$ cat src/rtl/can_tx_framer.sv
// CAN 2.0A/2.0B transmit framer.
// Latches a message on start&ready and serialises SOF..IFS on tx, one bit per
// bit_tick. The CRC-15 is computed serially, and stuff bits are inserted from
// SOF through the last CRC bit. The framer watches rx for arbitration loss and
// for a missing ACK.
// Ports:
//   clk, rst       clock, async active-high reset
//   bit_tick       one-clk strobe per CAN bit time
//   start/ready    message handshake
//   id/ide/rtr/dlc/data  message fields, latched on accept
//   rx             sampled bus level (0 = dominant)
//   tx             serial bus output (1 = recessive)
//   busy           frame in progress
//   done           one-clk pulse at end of IFS
//   ack_err        no dominant ACK seen, held until next accept
//   arb_lost       one-clk pulse when arbitration is lost
module can_tx_framer #(
  parameter int unsigned MAX_BYTES = 8,
  parameter logic [14:0] CRC_POLY  = 15'h4599
) (
  input  logic                   clk,
  input  logic                   rst,
  input  logic                   bit_tick,
  input  logic                   start,
  output logic                   ready,
  input  logic [28:0]            id,
  input  logic                   ide,
  input  logic                   rtr,
  input  logic [3:0]             dlc,
  input  logic [MAX_BYTES*8-1:0] data,
  input  logic                   rx,
  output logic                   tx,
  output logic                   busy,
  output logic                   done,
  output logic                   ack_err,
  output logic                   arb_lost
);

  localparam int unsigned DATA_W  = MAX_BYTES * 8;
  // Longest pre-CRC header (extended) is 39 bits.
  localparam int unsigned FRAME_W = 39 + DATA_W;

  localparam logic [3:0] ST_IDLE     = 4'd0;
  localparam logic [3:0] ST_SOF      = 4'd1;
  localparam logic [3:0] ST_ARB      = 4'd2;
  localparam logic [3:0] ST_CTRL     = 4'd3;
  localparam logic [3:0] ST_DATA     = 4'd4;
  localparam logic [3:0] ST_CRC      = 4'd5;
  localparam logic [3:0] ST_CRC_DEL  = 4'd6;
  localparam logic [3:0] ST_ACK_SLOT = 4'd7;
  localparam logic [3:0] ST_ACK_DEL  = 4'd8;
  localparam logic [3:0] ST_EOF      = 4'd9;
  localparam logic [3:0] ST_IFS      = 4'd10;

  // state_q is the field of the bit currently on tx.
  // rem_q counts the unstuffed bits of that field still to follow.
  logic [3:0]         state_q, state_d;
  logic [6:0]         rem_q, rem_d;
  logic [FRAME_W-1:0] shreg_q, shreg_d;
  logic               ide_q, ide_d;
  logic [3:0]         nbytes_q, nbytes_d;
  logic [14:0]        crc_q, crc_d;
  logic               run_bit_q, run_bit_d;
  logic [2:0]         run_cnt_q, run_cnt_d;
  logic               tx_q, tx_d;
  logic               ready_q, ready_d;
  logic               busy_q, busy_d;
  logic               done_q, done_d;
  logic               ack_err_q, ack_err_d;
  logic               arb_lost_q, arb_lost_d;

  logic [DATA_W-1:0]  payload;
  logic [FRAME_W-1:0] frame_load;
  logic [3:0]         nbytes_load;
  logic [3:0]         fld_state;
  logic [6:0]         fld_rem;
  logic               bit_val;

  // Unstuffed SOF..data bit sequence, left aligned, first bit at the MSB.
  always_comb begin : build_frame
    payload = '0;
    for (int unsigned i = 0; i < MAX_BYTES; i++) begin
      payload[DATA_W-1-8*i -: 8] = data[8*i +: 8];
    end
    if (ide) begin
      frame_load = {1'b0, id[28:18], 1'b1, 1'b1, id[17:0], rtr, 2'b00, dlc, payload};
    end else begin
      frame_load = {1'b0, id[10:0], rtr, 2'b00, dlc, payload, 20'b0};
    end
    if (rtr) begin
      nbytes_load = 4'd0;
    end else if (dlc > 4'(MAX_BYTES)) begin
      nbytes_load = 4'(MAX_BYTES);
    end else begin
      nbytes_load = dlc;
    end
  end

  // Next-state and bit-level sequencing.
  always_comb begin : next_state
    state_d    = state_q;
    rem_d      = rem_q;
    shreg_d    = shreg_q;
    ide_d      = ide_q;
    nbytes_d   = nbytes_q;
    crc_d      = crc_q;
    run_bit_d  = run_bit_q;
    run_cnt_d  = run_cnt_q;
    tx_d       = tx_q;
    ready_d    = ready_q;
    busy_d     = busy_q;
    done_d     = 1'b0;
    ack_err_d  = ack_err_q;
    arb_lost_d = 1'b0;
    fld_state  = state_q;
    fld_rem    = rem_q;
    bit_val    = 1'b1;

    if (start && ready_q) begin
      shreg_d   = frame_load;
      ide_d     = ide;
      nbytes_d  = nbytes_load;
      crc_d     = '0;
      run_bit_d = 1'b1;
      run_cnt_d = '0;
      rem_d     = '0;
      state_d   = ST_IDLE;
      ready_d   = 1'b0;
      busy_d    = 1'b1;
      ack_err_d = 1'b0;
    end else if (bit_tick && busy_q) begin
      if (state_q == ST_ARB && tx_q && !rx) begin
        // Another node drove dominant over our recessive arbitration bit.
        tx_d       = 1'b1;
        arb_lost_d = 1'b1;
        state_d    = ST_IDLE;
        busy_d     = 1'b0;
        ready_d    = 1'b1;
      end else if (state_q == ST_IFS && rem_q == '0) begin
        tx_d    = 1'b1;
        done_d  = 1'b1;
        state_d = ST_IDLE;
        busy_d  = 1'b0;
        ready_d = 1'b1;
      end else if ((state_q inside {ST_SOF, ST_ARB, ST_CTRL, ST_DATA, ST_CRC})
                   && run_cnt_q == 3'd5) begin
        // Stuff bit: the field does not advance, so it inherits the current field.
        tx_d      = ~run_bit_q;
        run_bit_d = ~run_bit_q;
        run_cnt_d = 3'd1;
      end else begin
        if (state_q == ST_ACK_SLOT) begin
          ack_err_d = rx;
        end
        if (rem_q != '0) begin
          fld_rem = rem_q - 7'd1;
        end else begin
          unique case (state_q)
            ST_IDLE:     begin fld_state = ST_SOF;      fld_rem = 7'd0;  end
            ST_SOF:      begin fld_state = ST_ARB;      fld_rem = ide_q ? 7'd31 : 7'd11; end
            ST_ARB:      begin fld_state = ST_CTRL;     fld_rem = 7'd5;  end
            ST_CTRL: begin
              if (nbytes_q != 4'd0) begin
                fld_state = ST_DATA;
                fld_rem   = {nbytes_q, 3'b000} - 7'd1;
              end else begin
                fld_state = ST_CRC;
                fld_rem   = 7'd14;
              end
            end
            ST_DATA:     begin fld_state = ST_CRC;      fld_rem = 7'd14; end
            ST_CRC:      begin fld_state = ST_CRC_DEL;  fld_rem = 7'd0;  end
            ST_CRC_DEL:  begin fld_state = ST_ACK_SLOT; fld_rem = 7'd0;  end
            ST_ACK_SLOT: begin fld_state = ST_ACK_DEL;  fld_rem = 7'd0;  end
            ST_ACK_DEL:  begin fld_state = ST_EOF;      fld_rem = 7'd6;  end
            ST_EOF:      begin fld_state = ST_IFS;      fld_rem = 7'd2;  end
            default:     begin fld_state = ST_IDLE;     fld_rem = 7'd0;  end
          endcase
        end
        state_d = fld_state;
        rem_d   = fld_rem;

        unique case (fld_state)
          ST_SOF, ST_ARB, ST_CTRL, ST_DATA: begin
            bit_val = shreg_q[FRAME_W-1];
            shreg_d = shreg_q << 1;
            crc_d   = {crc_q[13:0], 1'b0} ^ ((bit_val ^ crc_q[14]) ? CRC_POLY : 15'h0);
          end
          ST_CRC: begin
            bit_val = crc_q[14];
            crc_d   = {crc_q[13:0], 1'b0};
          end
          default: bit_val = 1'b1;
        endcase
        tx_d = bit_val;

        if (fld_state inside {ST_SOF, ST_ARB, ST_CTRL, ST_DATA, ST_CRC}) begin
          if (run_cnt_q != 3'd0 && bit_val == run_bit_q) begin
            run_cnt_d = run_cnt_q + 3'd1;
          end else begin
            run_bit_d = bit_val;
            run_cnt_d = 3'd1;
          end
        end
      end
    end
  end

  // State and output registers.
  always_ff @(posedge clk or posedge rst) begin
    if (rst) begin
      state_q    <= ST_IDLE;
      rem_q      <= '0;
      shreg_q    <= '0;
      ide_q      <= 1'b0;
      nbytes_q   <= '0;
      crc_q      <= '0;
      run_bit_q  <= 1'b1;
      run_cnt_q  <= '0;
      tx_q       <= 1'b1;
      ready_q    <= 1'b1;
      busy_q     <= 1'b0;
      done_q     <= 1'b0;
      ack_err_q  <= 1'b0;
      arb_lost_q <= 1'b0;
    end else begin
      state_q    <= state_d;
      rem_q      <= rem_d;
      shreg_q    <= shreg_d;
      ide_q      <= ide_d;
      nbytes_q   <= nbytes_d;
      crc_q      <= crc_d;
      run_bit_q  <= run_bit_d;
      run_cnt_q  <= run_cnt_d;
      tx_q       <= tx_d;
      ready_q    <= ready_d;
      busy_q     <= busy_d;
      done_q     <= done_d;
      ack_err_q  <= ack_err_d;
      arb_lost_q <= arb_lost_d;
    end
  end

  assign tx       = tx_q;
  assign ready    = ready_q;
  assign busy     = busy_q;
  assign done     = done_q;
  assign ack_err  = ack_err_q;
  assign arb_lost = arb_lost_q;

endmodule
$ cat config.mk
export PLATFORM = sky130hd
export DESIGN_NAME = can_tx_framer
export DESIGN_NICKNAME = d
export VERILOG_FILES = /design/src/rtl/can_tx_framer.sv
export SDC_FILE = /design/constraint.sdc
export NUM_CORES = 1
export LEC_CHECK = 0
export CORE_ASPECT_RATIO = 2
export CORE_MARGIN = 1.5
export CORE_UTILIZATION = 30
export DETAILED_ROUTE_END_ITERATION = 8
export PLACE_DENSITY = 0.6
export RECOVER_POWER = 100
export SETUP_SLACK_MARGIN = 0.5
export SYNTH_ARGS = -nofsm -noshare
export SYNTH_HDL_FRONTEND = slang
export SYNTH_SLANG_ARGS = --single-unit
$ cat constraint.sdc
create_clock -name clk -period 9.4 [get_ports clk]
set_input_delay 1.88 -clock clk [delete_from_list [all_inputs] [get_ports clk]]
set_output_delay 1.88 -clock clk [all_outputs]
set_load 0.01 [all_outputs]
==> results of run 1 <==
==> synthesized netlist by cell type (4+ instances only) <==
library cell / instances
dfrtp_1: 141
mux2i_1: 114
nand3_1: 104
nand2_1: 100
o221ai_1: 75
clkbuf_1: 56
nor2_1: 32
o21ai_0: 29
a21oi_1: 26
o21ai_1: 23
buf_2: 15
inv_1: 13
nor3_1: 10
xor2_1: 8
ha_1: 6
a211oi_1: 4
a31oi_1: 4
nand3b_1: 4
nor3b_1: 4
xnor2_1: 4
==> power by group through the flow <==
| stage | Clock [mW] | Sequential, mW | Combinational, mW |
|---|---|---|---|
| after floorplan | 0 | 0.631 | 0.0387 |
| after global placement | 0 | 0.631 | 0.111 |
| after detailed placement | 0 | 0.631 | 0.111 |
| after CTS | 0.691 | 0.620 | 0.111 |
| after global routing | 0.720 | 0.619 | 0.116 |
| final | 0.677 | 0.620 | 0.108 |
==> area by class of cell <==
class / instances / area [um^2] / area share, %
Multi-Input combinational cell: 592 / 3920 / 40.3
Sequential cell: 144 / 3610 / 37.1
Timing Repair Buffer: 116 / 1140 / 11.7
Clock buffer: 17 / 425 / 4.37
Tap cell: 340 / 425 / 4.37
Clock inverter: 15 / 160 / 1.65
Inverter: 13 / 50.0 / 0.515
==> state kept, by name, summed over array words and instances, names as in the netlist, 3 cells and up <==
name and count:
rem_q 7, shreg_q 103, state_q 4, crc_q 15
nbytes_q 4, run_cnt_q 3
==> worst paths after layout <==
kind                                     to  cells after the start        start
worst min register to register  shreg_q[42]                      2  shreg_q[41]
min in group asynchronous        shreg_q[8]                      2          rst
worst min-delay path            shreg_q[42]                      2  shreg_q[41]
max in group asynchronous       shreg_q[70]                      3          rst
worst max-delay path            nbytes_q[1]                      6        start
worst max register to register  nbytes_q[1]                      5        ready
==> tightest hold or removal path, stage by stage, from the launching register on <==
cell,delay [ns]
dfrtp_1,0.34
nand3_1,0.07
o221ai_1,0.07
==> routing by layer <==
layer | track usage, % | vias to the layer above | wire length (um)
met5 | 0 | - | 0
met4 | 6.71 | 0 | 624
met3 | 2.38 | 37 | 625
met2 | 32.1 | 170 | 12700
met1 | 19.9 | 3271 | 9060
li1 | - | 3161 | -
==> logic make-up after synthesis <==
logic type / after synthesis / synth area share, %
AO/OA/AOI/OAI: 181 / 16.2
XOR/XNOR: 12 / 1.33
adder cells (fa/ha/maj): 6 / 0.951
buffers and inverters: 89 / 4.61
flip-flops: 144 / 45.7
multiplexers: 114 / 14.4
AND/OR/NAND/NOR: 279 / 16.8
==> through the flow <==
stage	total power [mW]	setup slack, ns
6_report	1.41	2.97
5_1_grt	1.46	2.45
4_1_cts	1.42	4.17
3_5_place_dp	0.742	3.73
3_3_place_gp	0.742	3.82
2_1_floorplan	0.670	3.66
==> results.cfg, run 1 <==
[timing]
holdWs_ns = 0.504
tns_ns = 0
min_period_over_period_pct = 68.4
drv_slew = 273
finalSetupViolations = 0
slew_headroom_pct = -144
max_freq_mhz = 155
finalHoldViolCount = 0
rsz0062_at_grt = false
period_needed_ns = 6.43
tightest_slew_ns = 3.67
fin_skew_ns = 0.0150

[place]
placed_cell_area_um2 = 9160
dp.cells = 1205
globalplace.congestion = 0.864
io_buffers = 109
place_hpwl_mm = 16.0

[cts]
clk_path_buf_depth = 2
cts_hold_buf = 0
cts_root_buffer = clkbuf_16
cts_made_buffers = 17
insertion_delay_ns = 0.43
cts.sinks = 144
htreeDepth = 4
cts_setup_buffers = 0
ctsResizeCount = 0
cts_tree = built
clk_pin_slew_ns = 0.06

[floorplanning]
dieArea_um2 = 27400
rows = 83
die_h_um = 232
placeableCoreArea_um2 = 25800
initial_core_util_pct = 30.7
io_pins = 110
die_x_um = 118

[synthesis]
avgSynthCellArea_um2 = 9.57
synth_flop_cell = dfrtp_1
yosysSeqAreaShare_pct = 45.7
netlist_area_um2 = 7900
yosys.area.top_type_share_pct = 44.7
syn_nets = 935
ys_ff_latch = 144
yosys.area.top_type = dfrtp_1
synthArstFlopShare_pct = 100
synthTopCellsByArea = dfrtp_1, mux2i_1, o221ai_1
ys_types = 55
synthCells = 825
synth_warnings = 0
synth_edf_count = 0

[run_status]
violations = capacitance limit, slew limit
status = complete, but fails checks

[global_routing]
grt_pass1_vias = 6556
grt.total_usage_pct = 17.3
gr-total-overflow = 0
grt_max_degree = 125
grt_pass1_wl_mm = 36.9
antenna_found_initial = 0

[drt]
vias_per_cell = 5.37
vias = 6639
ant_nets = 0
dr.first_iter.drc_count = 656
routedWlPerCell_um = 18.6
firstDrtPassIters = 5
drc = 0
routed_wl_mm = 23.0

[hold_path]
min_path_type = reg2reg

[worst_setup_path]
critPathMaxStageDelay_ns = 2.55
critical_path_required_ns = 9.57
r2r_slack_ns = 4.56
cp_data_arrival_time_ns = 6.60
slowest_stage = nand2_1
crit_chain = dlygate4sd3_1 -> nand2_1 -> buf_4 -> nor3_1 -> nand2_1 -> o21ai_0
worst-path-max-fanout = 124
timing_worst_setup_path_type = in2reg
worst_path_most_repeated_cell = nand2_1
crit_buf_inv = 2
cp-end-kind = flop
crit_family = simple AND/OR/NAND/NOR gates
critPathLaunchType = primary input

[final_layout]
layout_common_cells = dfrtp_1, mux2i_1, nand3_1, nand2_1, clkdlybuf4s50_1
final_core_util_pct = 37.8
final_common_cell = dfrtp_1
stdcell_area_um2 = 9730
diodes = 0
num-nets-final = 994
drive_gt1_share_pct = 5.80
final_cells = 1237
syn_to_final_growth_pct = 23.2
fillerInstances = 2669

[power_and_ir_drop]
seqPwrFrac_pct = 44.1
clock_power_share_pct = 48.2
ir_drop_mv = 0.113
cellPowerDensity_nw_per_um2 = 144
switching_power_mw = 0.338
swShare_pct = 24.1
internal_power_mw = 1.07
p_leak_nw = 4.02
combPwrFrac_pct = 7.7

[run]
maxCapViolCount = 3
(Power assumes the default switching activity.)
==> run 2: changes to the inputs <==
==> constraint.sdc (replaced) <==
create_clock -name clk -period 6.1 [get_ports clk]
set_input_delay 1.22 -clock clk [delete_from_list [all_inputs] [get_ports clk]]
set_output_delay 1.22 -clock clk [all_outputs]
set_load 0.01 [all_outputs]
==> run 2 against run 1 <==
  * The flow still finishes with violations (capacitance limit, slew limit)
  * Global-route usage decreased by 0.081 points
  * Sequential cell count unchanged
  * Worst hold slack improved by 0.0023 ns
  * Non-clock buffer count increased by 5
  * Die area unchanged
  * Worst setup slack got worse by 1.5 ns
  * Clock power increased by 67%
  * Cell count increased by 0.40%
  * Critical path type unchanged
  * Critical endpoint is now shreg_q[52]
  * Highest routed layer unchanged
==> results.cfg, run 2 (synthesis results as in run 1) <==
[final_layout]
num-nets-final = 999
final_cells = 1242
syn_to_final_growth_pct = 24.4
largest_reg_flops = 103
layout_common_cells = dfrtp_1, mux2i_1, nand3_1, nand2_1, clkdlybuf4s50_1
final_common_cell = dfrtp_1
largest_registers = shreg_q (103), crc_q (15), rem_q (7)
diodes = 0
largest_register = shreg_q
drive_gt1_share_pct = 5.76

[global_routing]
top_usage_layer = met2
grt_pass1_wl_mm = 36.2
use_met1_pct = 18.8
antenna_found_initial = 0
gr-total-overflow = 0
grt.total_usage_pct = 17.2
met3_usage_pct = 3.11
met2_usage_pct = 31.5
grt_pass1_vias = 6566
grt_max_degree = 105

[hold_path]
min_path_type = reg2reg

[place]
dp.cells = 1210
io_buffers = 109
globalplace.congestion = 0.835
place_hpwl_mm = 16.4

[timing]
period_needed_ns = 4.61
drv_slew = 137
rsz0062_at_grt = false
holdWs_ns = 0.507
fin_skew_ns = 0.0107
max_freq_mhz = 217
tightest_slew_ns = 2.56
slew_headroom_pct = -71.0
min_period_over_period_pct = 75.5
tns_ns = 0
finalSetupViolations = 0
finalHoldViolCount = 0

[drt]
routedWlPerCell_um = 18.5
vias_per_cell = 5.31
dr.first_iter.drc_count = 424
ant_nets = 0
drc = 0
vias = 6598
routed_wl_mm = 23.0
firstDrtPassIters = 5

[worst_setup_path]
critPathLaunchType = primary input
worst-path-max-fanout = 13
cp-end-kind = flop
cp_data_arrival_time_ns = 4.91
timing_worst_setup_path_type = in2reg
critical_path_required_ns = 6.41

[floorplanning]
die_x_um = 118
initial_core_util_pct = 30.7
io_pins = 110
dieArea_um2 = 27400
rows = 83
placeableCoreArea_um2 = 25800
die_h_um = 232

[cts]
cts_setup_buffers = 0
cts.sinks = 144
cts_hold_buf = 0
clk_pin_slew_ns = 0.07
insertion_delay_ns = 0.44
ctsResizeCount = 0
clk_path_buf_depth = 2
cts_root_buffer = clkbuf_16
cts_made_buffers = 17
cts_tree = built
htreeDepth = 4

[power_and_ir_drop]
cellPowerDensity_nw_per_um2 = 230
ir_drop_mv = 0.187
p_leak_nw = 4.08

[run_status]
violations = capacitance limit, slew limit
status = complete, but fails checks

[run]
maxCapViolCount = 3
[run 2: final cells by class]
type / count / area (um^2)
Fill cell: 2640 / 15900
Multi-Input combinational cell: 592 / 3900
Sequential cell: 144 / 3610
Timing Repair Buffer: 121 / 1200
Clock buffer: 17 / 425
Tap cell: 340 / 425
Clock inverter: 15 / 210
Inverter: 13 / 53.8
[run 2: worst paths after layout]
kind                        startpoint     endpoint  slack [ns]  cells after the start
min                        shreg_q[61]  shreg_q[62]        0.51                      2
max reg2reg                   rem_q[3]  shreg_q[52]        1.61                      7
max                                 rx  shreg_q[52]        1.49                      9
min in group asynchronous          rst   shreg_q[8]        1.51                      2
max in group asynchronous          rst  shreg_q[85]        1.89                      3
min reg2reg                shreg_q[61]  shreg_q[62]        0.51                      2
[run 2: critical path: stages]
cell and delay [ns]:
dlygate4sd3_1 0.57, nor3b_1 0.06, a31o_1 0.21, nand4_1 0.23, nand4_1 0.29, nor4_2 1.46
clkbuf_1 0.52, nand3_1 0.15, o221ai_1 0.18
[run 2: power breakdown]
group	switching (mW)	leakage [nW]	internal [mW]
registers	0	1.98	0.955
clock network	0.444	0.304	0.690
logic	0.0830	1.79	0.0829
total	0.527	4.08	1.73
[run 2: through the flow]
step	power, mW	util [%]	setup slack (ns)	area [um^2]
global route	2.33	38.1	1.12	9820
floorplan	1.03	-	1.02	7900
CTS	2.29	38.3	2.20	9870
finish	2.25	38.1	1.49	9820
detailed placement	1.14	35.9	1.78	9240
global placement	1.14	35.9	1.85	9240
[run 2: metal layers]
metal  part of all wire, %  wire, um  up-vias
met3                   3.2       742       48
met1                    39      8890     3211
li1                      -         -     3192
met2                    54     12400      147
met4                   4.0       928        0
met5                     0         0        -
